--- src/rtl/bk_pipe_adder.sv ---
// Purpose: pipelined Brent-Kung prefix adder/subtractor (A+B+cin or A-B) with carry-out and signed overflow.
// Latency: 3 register stages (PG, up-sweep, down-sweep+sum); result registered on the third edge counting the accepting edge.
// Backpressure: valid/ready per stage, bubbles collapse; in_ready drops only when all three stages hold data and out_ready=0.
module bk_pipe_adder #(
  parameter int WIDTH = 16
) (
  input  logic             clk,
  input  logic             rst,
  input  logic             in_valid,
  output logic             in_ready,
  input  logic [WIDTH-1:0] add_1,
  input  logic [WIDTH-1:0] add_2,
  input  logic             cin,
  input  logic             sub,
  output logic             out_valid,
  input  logic             out_ready,
  output logic [WIDTH-1:0] sum,
  output logic             cout,
  output logic             ovf
);

  localparam int LOG = $clog2(WIDTH);

  // ---------------- handshake chain ----------------
  logic s1_valid, s2_valid;
  logic s1_en, s2_en, s3_en;

  // A stage may load when it is empty or its current contents leave this cycle.
  assign s3_en    = ~out_valid | out_ready;
  assign s2_en    = ~s2_valid | s3_en;
  assign s1_en    = ~s1_valid | s2_en;
  assign in_ready = ~rst & s1_en;

  // ---------------- S1: bitwise propagate/generate ----------------
  logic [WIDTH-1:0] b_mod, p_in, g_in;
  logic             c0_in;
  logic [WIDTH-1:0] s1_p, s1_g;
  logic             s1_c0;

  assign b_mod = sub ? ~add_2 : add_2;
  assign c0_in = sub | cin;
  assign p_in  = add_1 ^ b_mod;
  assign g_in  = add_1 & b_mod;

  // Capture PG terms of an accepted operand pair; data holds while the stage is empty.
  always_ff @(posedge clk) begin
    if (rst) begin
      s1_valid <= 1'b0;
    end else if (s1_en) begin
      s1_valid <= in_valid;
      if (in_valid) begin
        s1_p  <= p_in;
        s1_g  <= g_in;
        s1_c0 <= c0_in;
      end
    end
  end

  // ---------------- S2: Brent-Kung up-sweep ----------------
  // Carry-in is folded into bit 0's generate so every group generate is a true carry.
  for (genvar l = 0; l <= LOG; l++) begin : g_up
    logic [WIDTH-1:0] g;
    logic [WIDTH-1:0] p;
    if (l == 0) begin : g_base
      assign g = {s1_g[WIDTH-1:1], s1_g[0] | (s1_p[0] & s1_c0)};
      assign p = s1_p;
    end else begin : g_lvl
      for (genvar i = 0; i < WIDTH; i++) begin : g_bit
        if (((i + 1) % (1 << l)) == 0) begin : g_node
          assign g[i] = g_up[l-1].g[i] | (g_up[l-1].p[i] & g_up[l-1].g[i - (1 << (l - 1))]);
          assign p[i] = g_up[l-1].p[i] & g_up[l-1].p[i - (1 << (l - 1))];
        end else begin : g_pass
          assign g[i] = g_up[l-1].g[i];
          assign p[i] = g_up[l-1].p[i];
        end
      end
    end
  end

  logic [WIDTH-1:0] s2_g, s2_p, s2_pb;
  logic             s2_c0;

  // Register group terms plus the bitwise propagate needed for the final sum.
  always_ff @(posedge clk) begin
    if (rst) begin
      s2_valid <= 1'b0;
    end else if (s2_en) begin
      s2_valid <= s1_valid;
      if (s1_valid) begin
        s2_g  <= g_up[LOG].g;
        s2_p  <= g_up[LOG].p;
        s2_pb <= s1_p;
        s2_c0 <= s1_c0;
      end
    end
  end

  // ---------------- S3: Brent-Kung down-sweep and sum ----------------
  // Each node is combined at most once in the down-sweep, so its up-sweep
  // group propagate is still the right operand there.
  for (genvar d = 0; d < LOG; d++) begin : g_dn
    logic [WIDTH-1:0] g;
    if (d == 0) begin : g_base
      assign g = s2_g;
    end else begin : g_lvl
      localparam int DIST = 1 << (LOG - 1 - d);
      for (genvar i = 0; i < WIDTH; i++) begin : g_bit
        if ((((i + 1) % (2 * DIST)) == DIST) && (i >= 3 * DIST - 1)) begin : g_node
          assign g[i] = g_dn[d-1].g[i] | (s2_p[i] & g_dn[d-1].g[i - DIST]);
        end else begin : g_pass
          assign g[i] = g_dn[d-1].g[i];
        end
      end
    end
  end

  logic [WIDTH-1:0] carry_out_all;  // carry out of each bit position
  logic [WIDTH-1:0] carry_in_all;   // carry into each bit position
  logic             unused_p;

  assign carry_out_all = g_dn[LOG-1].g;
  assign carry_in_all  = {carry_out_all[WIDTH-2:0], s2_c0};
  assign unused_p      = ^s2_p;

  // Output register: only changes when S3 loads a valid result.
  always_ff @(posedge clk) begin
    if (rst) begin
      out_valid <= 1'b0;
      sum       <= '0;
      cout      <= 1'b0;
      ovf       <= 1'b0;
    end else if (s3_en) begin
      out_valid <= s2_valid;
      if (s2_valid) begin
        sum  <= s2_pb ^ carry_in_all;
        cout <= carry_out_all[WIDTH-1];
        ovf  <= carry_out_all[WIDTH-1] ^ carry_out_all[WIDTH-2];
      end
    end
  end

endmodule

--- config.mk ---
export PLATFORM = sky130hd
export DESIGN_NAME = bk_pipe_adder
export DESIGN_NICKNAME = d
export VERILOG_FILES = /design/src/rtl/bk_pipe_adder.sv
export SDC_FILE = /design/constraint.sdc
export NUM_CORES = 1
export LEC_CHECK = 0
export ABC_AREA = 1
export CAP_MARGIN = 20
export CORE_ASPECT_RATIO = 2
export CORE_MARGIN = 5
export CORE_UTILIZATION = 37
export CTS_CLUSTER_DIAMETER = 150
export DETAILED_ROUTE_END_ITERATION = 8
export GPL_TIMING_DRIVEN = 0
export PLACE_DENSITY = 0.67
export SLEW_MARGIN = 20
export SYNTH_ARGS = -nofsm -noshare
export SYNTH_HDL_FRONTEND = slang
export SYNTH_SLANG_ARGS = --single-unit
--- constraint.sdc ---
create_clock -name clk -period 2.75 [get_ports clk]
set_clock_uncertainty 0.2 [all_clocks]
set_input_delay 0.55 -clock clk [delete_from_list [all_inputs] [get_ports clk]]
set_output_delay 0.55 -clock clk [all_outputs]
set_load 0.01 [all_outputs]
==> metrics, run 1 <==
outcome=completed; DIE AREA=roughly 12000 um2; CTS max path bufs=2; Placeable Area=roughly 9700 um2; Post-layout nets=388; Initial Utilization=a little under two fifths; Crit path largest cell delay=about 0.52 ns; maxcap violations=0; Area Growth Syn to Fin=30.28%; Stages on worst setup path=6; placed inst area=4405 um2; Final ANT Viol Nets=0; Vias/cell=4.391; CP Class=in2out; Post-Syn Area=approximately 3700 um2; Worst EP required=2.00 ns; PortBufs=56; drt drc=0; Die Width=approximately 80 um; CP Max Fanout=10; worst reg2reg path depth=6; drt total wl=around 5700 um; Overall Power=about 0.0032 W; Post-CTS Setup Repair Bufs=0; Die Span Y=roughly 150 um; Reg clk slew, reported paths=~0.060 ns; M3 GR Usage=under 10%; cell count of the worst hold path=0; design area=between 4000 and 5000 um2; CTS tree=yes; hold_ws=0.2440 ns; RSZ-0062 raised after global routing=false; FMAX=approximately 0.37 GHz; overflow left after global routing=0; Setup crit end kind=primary output; Seq cells post-synth=between 90 and 100; Sink Count=91; synth unique cells=26; PwrDens=679.1 nW/um2; met2 usage=between 15 and 20%; crit path launch type=input pin; worst r2r src=s2_valid$_SDFFE_PP0P_; final setup margin=around 0.069 ns; ant diodes=0; Final Hold Fails=0; min Tclk post-route=between 2 and 3 ns; GRT Util Overall=10.75%; crit share post-route=a little over nine tenths; first-pass GRT wire length=between 9000 and 10000 um; Seq/Total Area, Yosys=roughly 69%; WL/cell=12.39 um; Max-slew headroom=51.66%; vias in the first global route=about 2.1k; Hold Crit Start=g_up[0].p[12]$_DFFE_PP_; worst min-delay path class=reg2reg; IR drop worst, VDD=approximately 0.33 mV; leading cell type in the layout, fill and taps excluded=edfxtp_1; row cnt=51; cell chain of the critical path=clkdlybuf4s50_1, inv_1, buf_6, nand2_2, inv_1, clkdlybuf4s50_1; Synth Area per Inst=between 10 and 15 um2; TritonCTS buffer count=9; dpl ws=-0.03617 ns; Layout fillers=904; CP arrival=about 1.9 ns; drt first pass iters=4; worst setup path startpoint=rst; most frequent cells in the layout=edfxtp_1 (70), clkdlybuf4s50_1 (56), nor2_1 (25); cell family with most CP delay=buffers and inverters; Syn Inst Count=259; initial antenna violation count=0; worst skew pair latency=0.33 ns; Clk Tree Root Cell=clkbuf_16; I/O pin count=58; worst path buffer plus inverter count=5; met1 usage=approximately a tenth; Synth Net Count=320; Vias=between 2k and 2.5k; worst slew pin tran=around 0.72 ns; Final TNS setup=0 ns; Iter 0 DRT Violations=35; GR peak layer=met2; CP max-delay cell=clkdlybuf4s50_1; largest net degree at the start of global routing=38; max-slew violations=0; Final setup viols=0; H-Tree Depth=3; Yosys warning total=0; HPWL Detailed=~4500 um; layout cell share with drive strength beyond 1=12.99%; leak pwr=about 1.8 nW; routability congestion estimate=between 0.7 and 0.8
## cell type report
class,instances,area (um2),area share [%]
clock inverter,6,115.1,2.416
clock buffer,9,225.2,4.727
buffer,6,57.56,1.208
inverter,14,57.56,1.208
tap,132,165.2,3.466
timing repair buffer,57,575.6,12.08
multi-input combinational,148,1046,21.95
sequential,91,2522,52.94
## cells in the mapped netlist
cell	instances	share of area, %
a21oi_1	14	1.9
o21ai_0	16	2.2
buf_4	1	0.21
inv_1	13	1.3
nor3_1	1	0.14
o211ai_1	1	0.21
a31oi_1	1	0.17
edfxtp_1	70	57
nand2_4	2	0.62
a21o_2	1	0.24
buf_2	2	0.27
nor2_1	27	2.8
o21ai_2	2	0.48
or2_2	1	0.17
nand2_2	7	1.2
o21a_1	1	0.21
nand2_1	13	1.3
xnor2_1	2	0.48
xor2_1	24	5.7
ha_1	23	7.9
nand3_1	3	0.41
inv_6	1	0.24
buf_6	3	0.92
dfxtp_1	21	11
a21o_1	7	1.4
a21oi_2	2	0.48
## where the power goes
group          internal [W]  total (W)  leakage [nW]  switching [W]
sequential          0.00158    0.00161         0.798      0.0000354
clock              0.000885    0.00136         0.162       0.000479
combinational      0.000137   0.000258         0.820       0.000121
total               0.00260    0.00324          1.78       0.000636
## cell families after synthesis
group | share of synthesized area (%)
xor+xnor | 6.227
flops | 68.97
buf+inv | 2.977
fa+ha+maj | 7.869
compound gates | 7.322
simple gates | 6.637
## sequential cells by signal, summed over array words and instances (netlist names)
signal	flops
s2_valid	1
g_up.p	16
out_valid	1
s2_pb	9
cout	1
s2_c0	1
s1_valid	1
ovf	1
s2_p	11
s1_c0	1
g_dn.g	16
s1_g	16
sum	16
## metrics by stage
stage | utilization (%) | instances
after floorplan | - | 259
after global placement | 45.21 | 447
after detailed placement | 45.42 | 448
after CTS | 48.98 | 463
after global routing | 49.12 | 463
final | 49.12 | 463
## per-layer routing
layer / wire length, um / vias to the layer above
met4: 160 / 0
met5: 0 / -
met1: 2002 / 930
met3: 265 / 8
met2: 3307 / 49
li1: - / 1046
## path summary, 6_finish.rpt
path	end	slack (ns)
worst max-delay path	in_ready	0.07
worst min-delay path	s2_p[12]$_DFFE_PP_	0.24
worst max register to register	s1_g[11]$_DFFE_PP_	0.93
worst min register to register	s2_p[12]$_DFFE_PP_	0.24
## timing repair
item / 4_1_cts / 5_1_grt
setup endpoints to repair: 1 / 1
resized for setup: 2 / 4
hold buffers: 0 / 0
hold endpoints to repair: 0 / 0
No activity file was read; power rests on OpenSTA's default activity.
==> run 2, diff against run 1 <==
--- a/config.mk
+++ b/config.mk
@@ -14,6 +14,7 @@
 export DETAILED_ROUTE_END_ITERATION = 8
 export GPL_TIMING_DRIVEN = 0
 export PLACE_DENSITY = 0.67
+export SETUP_SLACK_MARGIN = 0.15
 export SLEW_MARGIN = 20
 export SYNTH_ARGS = -nofsm -noshare
 export SYNTH_HDL_FRONTEND = slang
==> run 2 against run 1 <==
Effect of this change: die area unchanged; cell count is the same; register-to-register slack got worse by 0.03 ns; largest cell class unchanged; largest power group unchanged; clock power about the same; utilization shrank 0.13 points; setup slack improved by 0.17 ns; first-iteration DRC count grew 5.7%; maximum frequency grew 6.8%; sequential share of layout area up 0.14 points; critical endpoint unchanged; non-clock buffer count unchanged.
==> metrics, run 2 (same netlist as run 1, synthesis figures left out) <==
outcome=completed; I/O pin count=58 (unchanged); crit path launch type=input pin; CP arrival=1.76 ns (-0.17 ns); Seq pwr share=49.9% (about the same); Final Hold Fails=0 (unchanged); Layout fillers=905 (+0.11%); Clk Tree Root Cell=clkbuf_16; CP Max Fanout=4 (-6); crit share post-route=91.28% (-6.2 points); Post-CTS Setup Repair Bufs=0 (unchanged); CP max-delay cell=clkdlybuf4s50_1; routed wl met3=277 um (+4.5%); combinational power share=7.9% (about the same); worst skew pair latency=0.33 ns (about the same); CP Class=in2out; Reg clk slew, reported paths=0.06 ns (about the same); worst slew pin tran=0.7240 ns (+0.000001132 ns); IR drop worst, VDD=0.3321 mV (about the same); drt total wl=5755 um (+0.35%); Crit path largest cell delay=0.40 ns (-0.12 ns); hold_ws=0.2440 ns (-0.000002000 ns); top layer used by detailed routing=met4; Sink Count=91 (unchanged); Post-layout nets=388 (unchanged); cell chain of the critical path=clkdlybuf4s50_1, inv_1, nand2_4, nor2_2, nand2_1, nand2_2, inv_1, dlygate4sd2_1; hold_buf cts=0 (unchanged); GRT Util Overall=10.78% (+0.037 points); Die Span Y=150.6 um (unchanged); Final setup viols=0 (unchanged); worst path buffer plus inverter count=4 (-1); met1 WL=1996 um (-0.30%); Max-slew headroom=51.66% (about the same); initial antenna violation count=0 (unchanged); Crit path top cell by count=inv_1; Worst EP required=2.00 ns (about the same); Vias=2028 (-0.25%); Sw Ratio=19.64% (about the same); largest net degree at the start of global routing=38 (unchanged); cell family with most CP delay=buffers and inverters; Die Width=80.30 um (unchanged); drt first pass iters=4 (unchanged); Setup crit end kind=primary output; Final ANT Viol Nets=0 (unchanged); DIE AREA=12090 um2 (unchanged); Vias/cell=4.380 (-0.25%); Overall Power=0.003234 W (about the same); CTS resizes=4 (+2); drt drc=0 (unchanged); sw power=0.0006352 W (about the same); leading cell type in the layout, fill and taps excluded=edfxtp_1; layout cell share with drive strength beyond 1=12.69% (-0.30 points); FMAX=0.3984 GHz (+6.8%); min Tclk post-route=2.510 ns (-0.1713 ns); RSZ-0062 raised after global routing=false; Iter 0 DRT Violations=37 (+5.7%); WL met2=3321 um (+0.42%); Area Growth Syn to Fin=29.94%; H-Tree Depth=3 (unchanged); HPWL Detailed=4494 um (unchanged); PortBufs=56 (unchanged); WL/cell=12.43 um (+0.35%); worst min-delay path class=reg2reg; max-slew violations=0 (unchanged); Placeable Area=9699 um2 (unchanged); TritonCTS buffer count=9 (unchanged); most frequent cells in the layout=edfxtp_1 (70), clkdlybuf4s50_1 (55), nor2_1 (25); first-pass GRT wire length=9701 um (+0.36%); ant diodes=0 (unchanged); final core occ=48.99% (-0.13 points); maxcap violations=0 (unchanged); Initial Utilization=37.71% (unchanged); PwrDens=680.6 nW/um2 (+0.21%); row cnt=51 (unchanged); Clock power frac=42.2% (about the same); vias in the first global route=2116 (+0.095%); overflow left after global routing=0 (unchanged); CTS max path bufs=2 (unchanged); routability congestion estimate=0.7429 (unchanged); Int Power=0.002599 W (about the same); CTS tree=yes; Worst R2R Setup Slack=0.90 ns (-0.03 ns); leak pwr=1.779 nW (about the same)
-- run 2: changes by cell type in the layout (fill, tap and decap cells not counted), sizes merged --
cell | before | now
dlygate4sd2 | 0 | 1
clkdlybuf4s50 | 56 | 55
-- run 2: final timing paths --
kind,startpoint,end,cells past startpoint
max,out_ready,in_ready,8
min,g_up[0].p[12]$_DFFE_PP_,s2_p[12]$_DFFE_PP_,0
max reg2reg,s2_valid$_SDFFE_PP0P_,s1_g[11]$_DFFE_PP_,6
min reg2reg,g_up[0].p[12]$_DFFE_PP_,s2_p[12]$_DFFE_PP_,0
-- run 2: layout make-up --
type,instances,area (um2),share of cell area (%)
Buffer,6,53.80,1.132
Sequential cell,91,2522,53.08
Timing Repair Buffer,57,574.3,12.09
Tap cell,132,165.2,3.476
Clock inverter,6,115.1,2.422
Inverter,14,57.56,1.211
Clock buffer,9,225.2,4.739
Multi-Input combinational cell,148,1039,21.85
-- run 2: layer usage --
metal	track usage, %	vias up
li1	-	1046
met1	10.47	926
met2	19.68	48
met3	2.814	8
met4	6.599	0
met5	0	-
-- run 2: power groups by stage --
stage / clock network (W) / registers (W) / logic (W)
6_report: 0.00136 / 0.00161 / 0.000257
4_1_cts: 0.00140 / 0.00161 / 0.000264
5_1_grt: 0.00145 / 0.00162 / 0.000294
3_3_place_gp: 0 / 0.00164 / 0.000248
2_1_floorplan: 0 / 0.00164 / 0.000126
3_5_place_dp: 0 / 0.00164 / 0.000261
-- run 2: through the flow --
stage / setup TNS, ns / worst slack, ns / cells / area, um2
floorplan: 0 / 0.4264 / 259 / 3660
CTS: 0 / 0.2692 / 463 / 4752
detailed placement: -0.03617 / -0.03617 / 448 / 4405
finish: 0 / 0.2399 / 463 / 4752
global placement: -22.58 / -0.4310 / 447 / 4385
global route: 0 / 0.1549 / 463 / 4752
==> run 3, diff against run 2 <==
--- a/config.mk
+++ b/config.mk
@@ -13,7 +13,7 @@
 export CTS_CLUSTER_DIAMETER = 150
 export DETAILED_ROUTE_END_ITERATION = 8
 export GPL_TIMING_DRIVEN = 0
-export PLACE_DENSITY = 0.67
+export PLACE_DENSITY_LB_ADDON = 0.08
 export SETUP_SLACK_MARGIN = 0.15
 export SLEW_MARGIN = 20
 export SYNTH_ARGS = -nofsm -noshare
==> run 3 against run 2 <==
Effect of this change: first-iteration DRC count rose to 2.6 times the previous value; sequential share of layout area up 0.81 points; maximum frequency hardly changed; critical endpoint unchanged; combinational power hardly changed; power shrank 8.2%; sequential power about the same; hold slack improved by 0.0032 ns; count of clock-buffer cells in the layout increased by 3; via count rose by 2.5%; cell count is the same; setup slack gained 0.0021 ns.
==> metrics, run 3 (same netlist as run 1, synthesis figures left out) <==
leading cell type in the layout, fill and taps excluded=edfxtp_1; hold_ws=0.2472 ns (+0.003166 ns); worst slew pin tran=0.7749 ns (+0.05087 ns); design area=4681 um2 (-1.5%); Crit path top cell by count=inv_1; Initial Utilization=37.71% (unchanged); crit share post-route=91.20% (about the same); Clk Tree Root Cell=clkbuf_16; WL/cell=13.32 um (+7.2%); worst reg2reg path depth=6 (unchanged); CP max-delay cell=clkdlybuf4s50_1; first-pass GRT wire length=10140 um (+4.6%); CP Class=in2out; DIE AREA=12090 um2 (unchanged); vias in the first global route=2182 (+3.1%); crit path launch type=input pin; Worst EP required=2.00 ns (about the same); drt total wl=6167 um (+7.2%); placed inst area=4418 um2 (+0.28%); hold_buf cts=0 (unchanged); H-Tree Depth=3 (unchanged); Vias=2078 (+2.5%); Setup crit end kind=primary output; Die Span Y=150.6 um (unchanged); IR drop worst, VDD=0.4636 mV (+40%); routability congestion estimate=0.7785 (+4.8%); FMAX=0.3987 GHz (about the same); Area Growth Syn to Fin=27.98%; worst path buffer plus inverter count=5 (+1); cell family with most CP delay=buffers and inverters; initial antenna violation count=0 (unchanged); drt first pass iters=6 (+2); row cnt=51 (unchanged); worst skew pair latency=0.33 ns (about the same); Post-layout nets=388 (unchanged); GRT Util Overall=11.49% (+0.71 points); cell chain of the critical path=clkdlybuf4s50_1, inv_1, buf_4, nand2_1, inv_1, dlygate4sd2_1; overflow left after global routing=0 (unchanged); Placeable Area=9699 um2 (unchanged); PortBufs=56 (unchanged); Final setup viols=0 (unchanged); max-slew violations=0 (unchanged); Min-Delay Endpoint=g_dn[0].g[2]$_DFFE_PP_; Hold Crit Start=s1_g[2]$_DFFE_PP_; maxcap violations=0 (unchanged); CP arrival=1.76 ns (about the same); Crit path largest cell delay=0.51 ns (+0.11 ns); final core occ=48.26% (-0.74 points); I/O pin count=58 (unchanged); CTS tree=yes; Final ANT Viol Nets=0 (unchanged); HPWL Detailed=4711 um (+4.8%); cell count of the worst hold path=0 (unchanged); TritonCTS buffer count=9 (unchanged); Die Width=80.30 um (unchanged); Final Hold Fails=0 (unchanged); min Tclk post-route=2.508 ns (-0.002085 ns); PwrDens=634.6 nW/um2 (-6.8%); Reg clk slew, reported paths=0.06 ns (about the same); Iter 0 DRT Violations=95 (+160%); CTS max path bufs=2 (unchanged); drt drc=0 (unchanged); outcome=completed; worst min-delay path class=reg2reg; Vias/cell=4.488 (+2.5%); worst r2r src=g_dn[0].g[7]$_DFFE_PP_; RSZ-0062 raised after global routing=false; layout cell share with drive strength beyond 1=10.88% (-1.8 points); ant diodes=0 (unchanged); Max-slew headroom=48.27% (-3.4 points); largest net degree at the start of global routing=38 (unchanged); leak pwr=1.746 nW (-1.9%); Sink Count=91 (unchanged); Final TNS setup=0 ns (unchanged); r2r endpoint=sum[15]$_SDFFE_PP0P_; Overall Power=0.002970 W (-8.2%); CP Max Fanout=10 (+6); most frequent cells in the layout=edfxtp_1 (70), clkdlybuf4s50_1 (55), nor2_1 (26); Worst R2R Setup Slack=1.01 ns (+0.11 ns)
run 3: cell types whose count changed in the layout (fill, tap and decap cells not counted):
| cell | delta |
|---|---|
| clkinv_4 | -2 |
| nor2_2 | -1 |
| nor2_1 | +1 |
| buf_8 | -1 |
| nand2_1 | +1 |
| buf_16 | +1 |
| bufinv_16 | -3 |
| clkbuf_1 | +2 |
| clkbuf_8 | +1 |
| clkinv_1 | +2 |
| nand2_2 | -1 |
run 3: cell type report:
type	instances	area, um2
Inverter	14	57.56
Clock inverter	3	15.01
Sequential cell	91	2522
Clock buffer	12	246.5
Timing Repair Buffer	57	586.8
Multi-Input combinational cell	148	1033
Fill cell	919	5019
Tap cell	132	165.2
Buffer	6	53.80
run 3: repair_timing:
item | CTS | global route
setup buffers | 0 | 0
setup endpoints to repair | 1 | 0
gates resized for setup | 2 | 0
run 3: power breakdown:
| part | total (W) | internal [W] | switching (W) |
|---|---|---|---|
| Sequential | 0.00161 | 0.00158 | 0.0000358 |
| Clock | 0.00110 | 0.000626 | 0.000472 |
| Combinational | 0.000258 | 0.000136 | 0.000121 |
| Total | 0.00297 | 0.00234 | 0.000629 |
run 3: how the worst max path moves through the flow:
stage          startpoint                     end  cells after the start
2_1_floorplan   out_ready  g_up[0].p[0]$_DFFE_PP_                      6
3_3_place_gp          rst       s1_g[8]$_DFFE_PP_                      5
3_5_place_dp          rst                in_ready                      6
4_1_cts               rst                in_ready                      6
5_1_grt         out_ready                in_ready                      8
6_report              rst                in_ready                      6
run 3: per-stage QoR:
stage               cells  setup WS [ns]
detailed placement    448       -0.05002
finish                463         0.2420
global placement      447        -0.5696
global route          463         0.1508
CTS                   463         0.2234
floorplan             259         0.4264
run 3: routing by layer:
| layer | routed length, um | up-vias | track usage, % |
|---|---|---|---|
| met5 | 0 | - | 0 |
| met4 | 129 | 0 | 5.584 |
| met3 | 319 | 9 | 4.012 |
| met2 | 3494 | 44 | 20.68 |
| met1 | 2224 | 980 | 11.43 |
| li1 | - | 1045 | - |
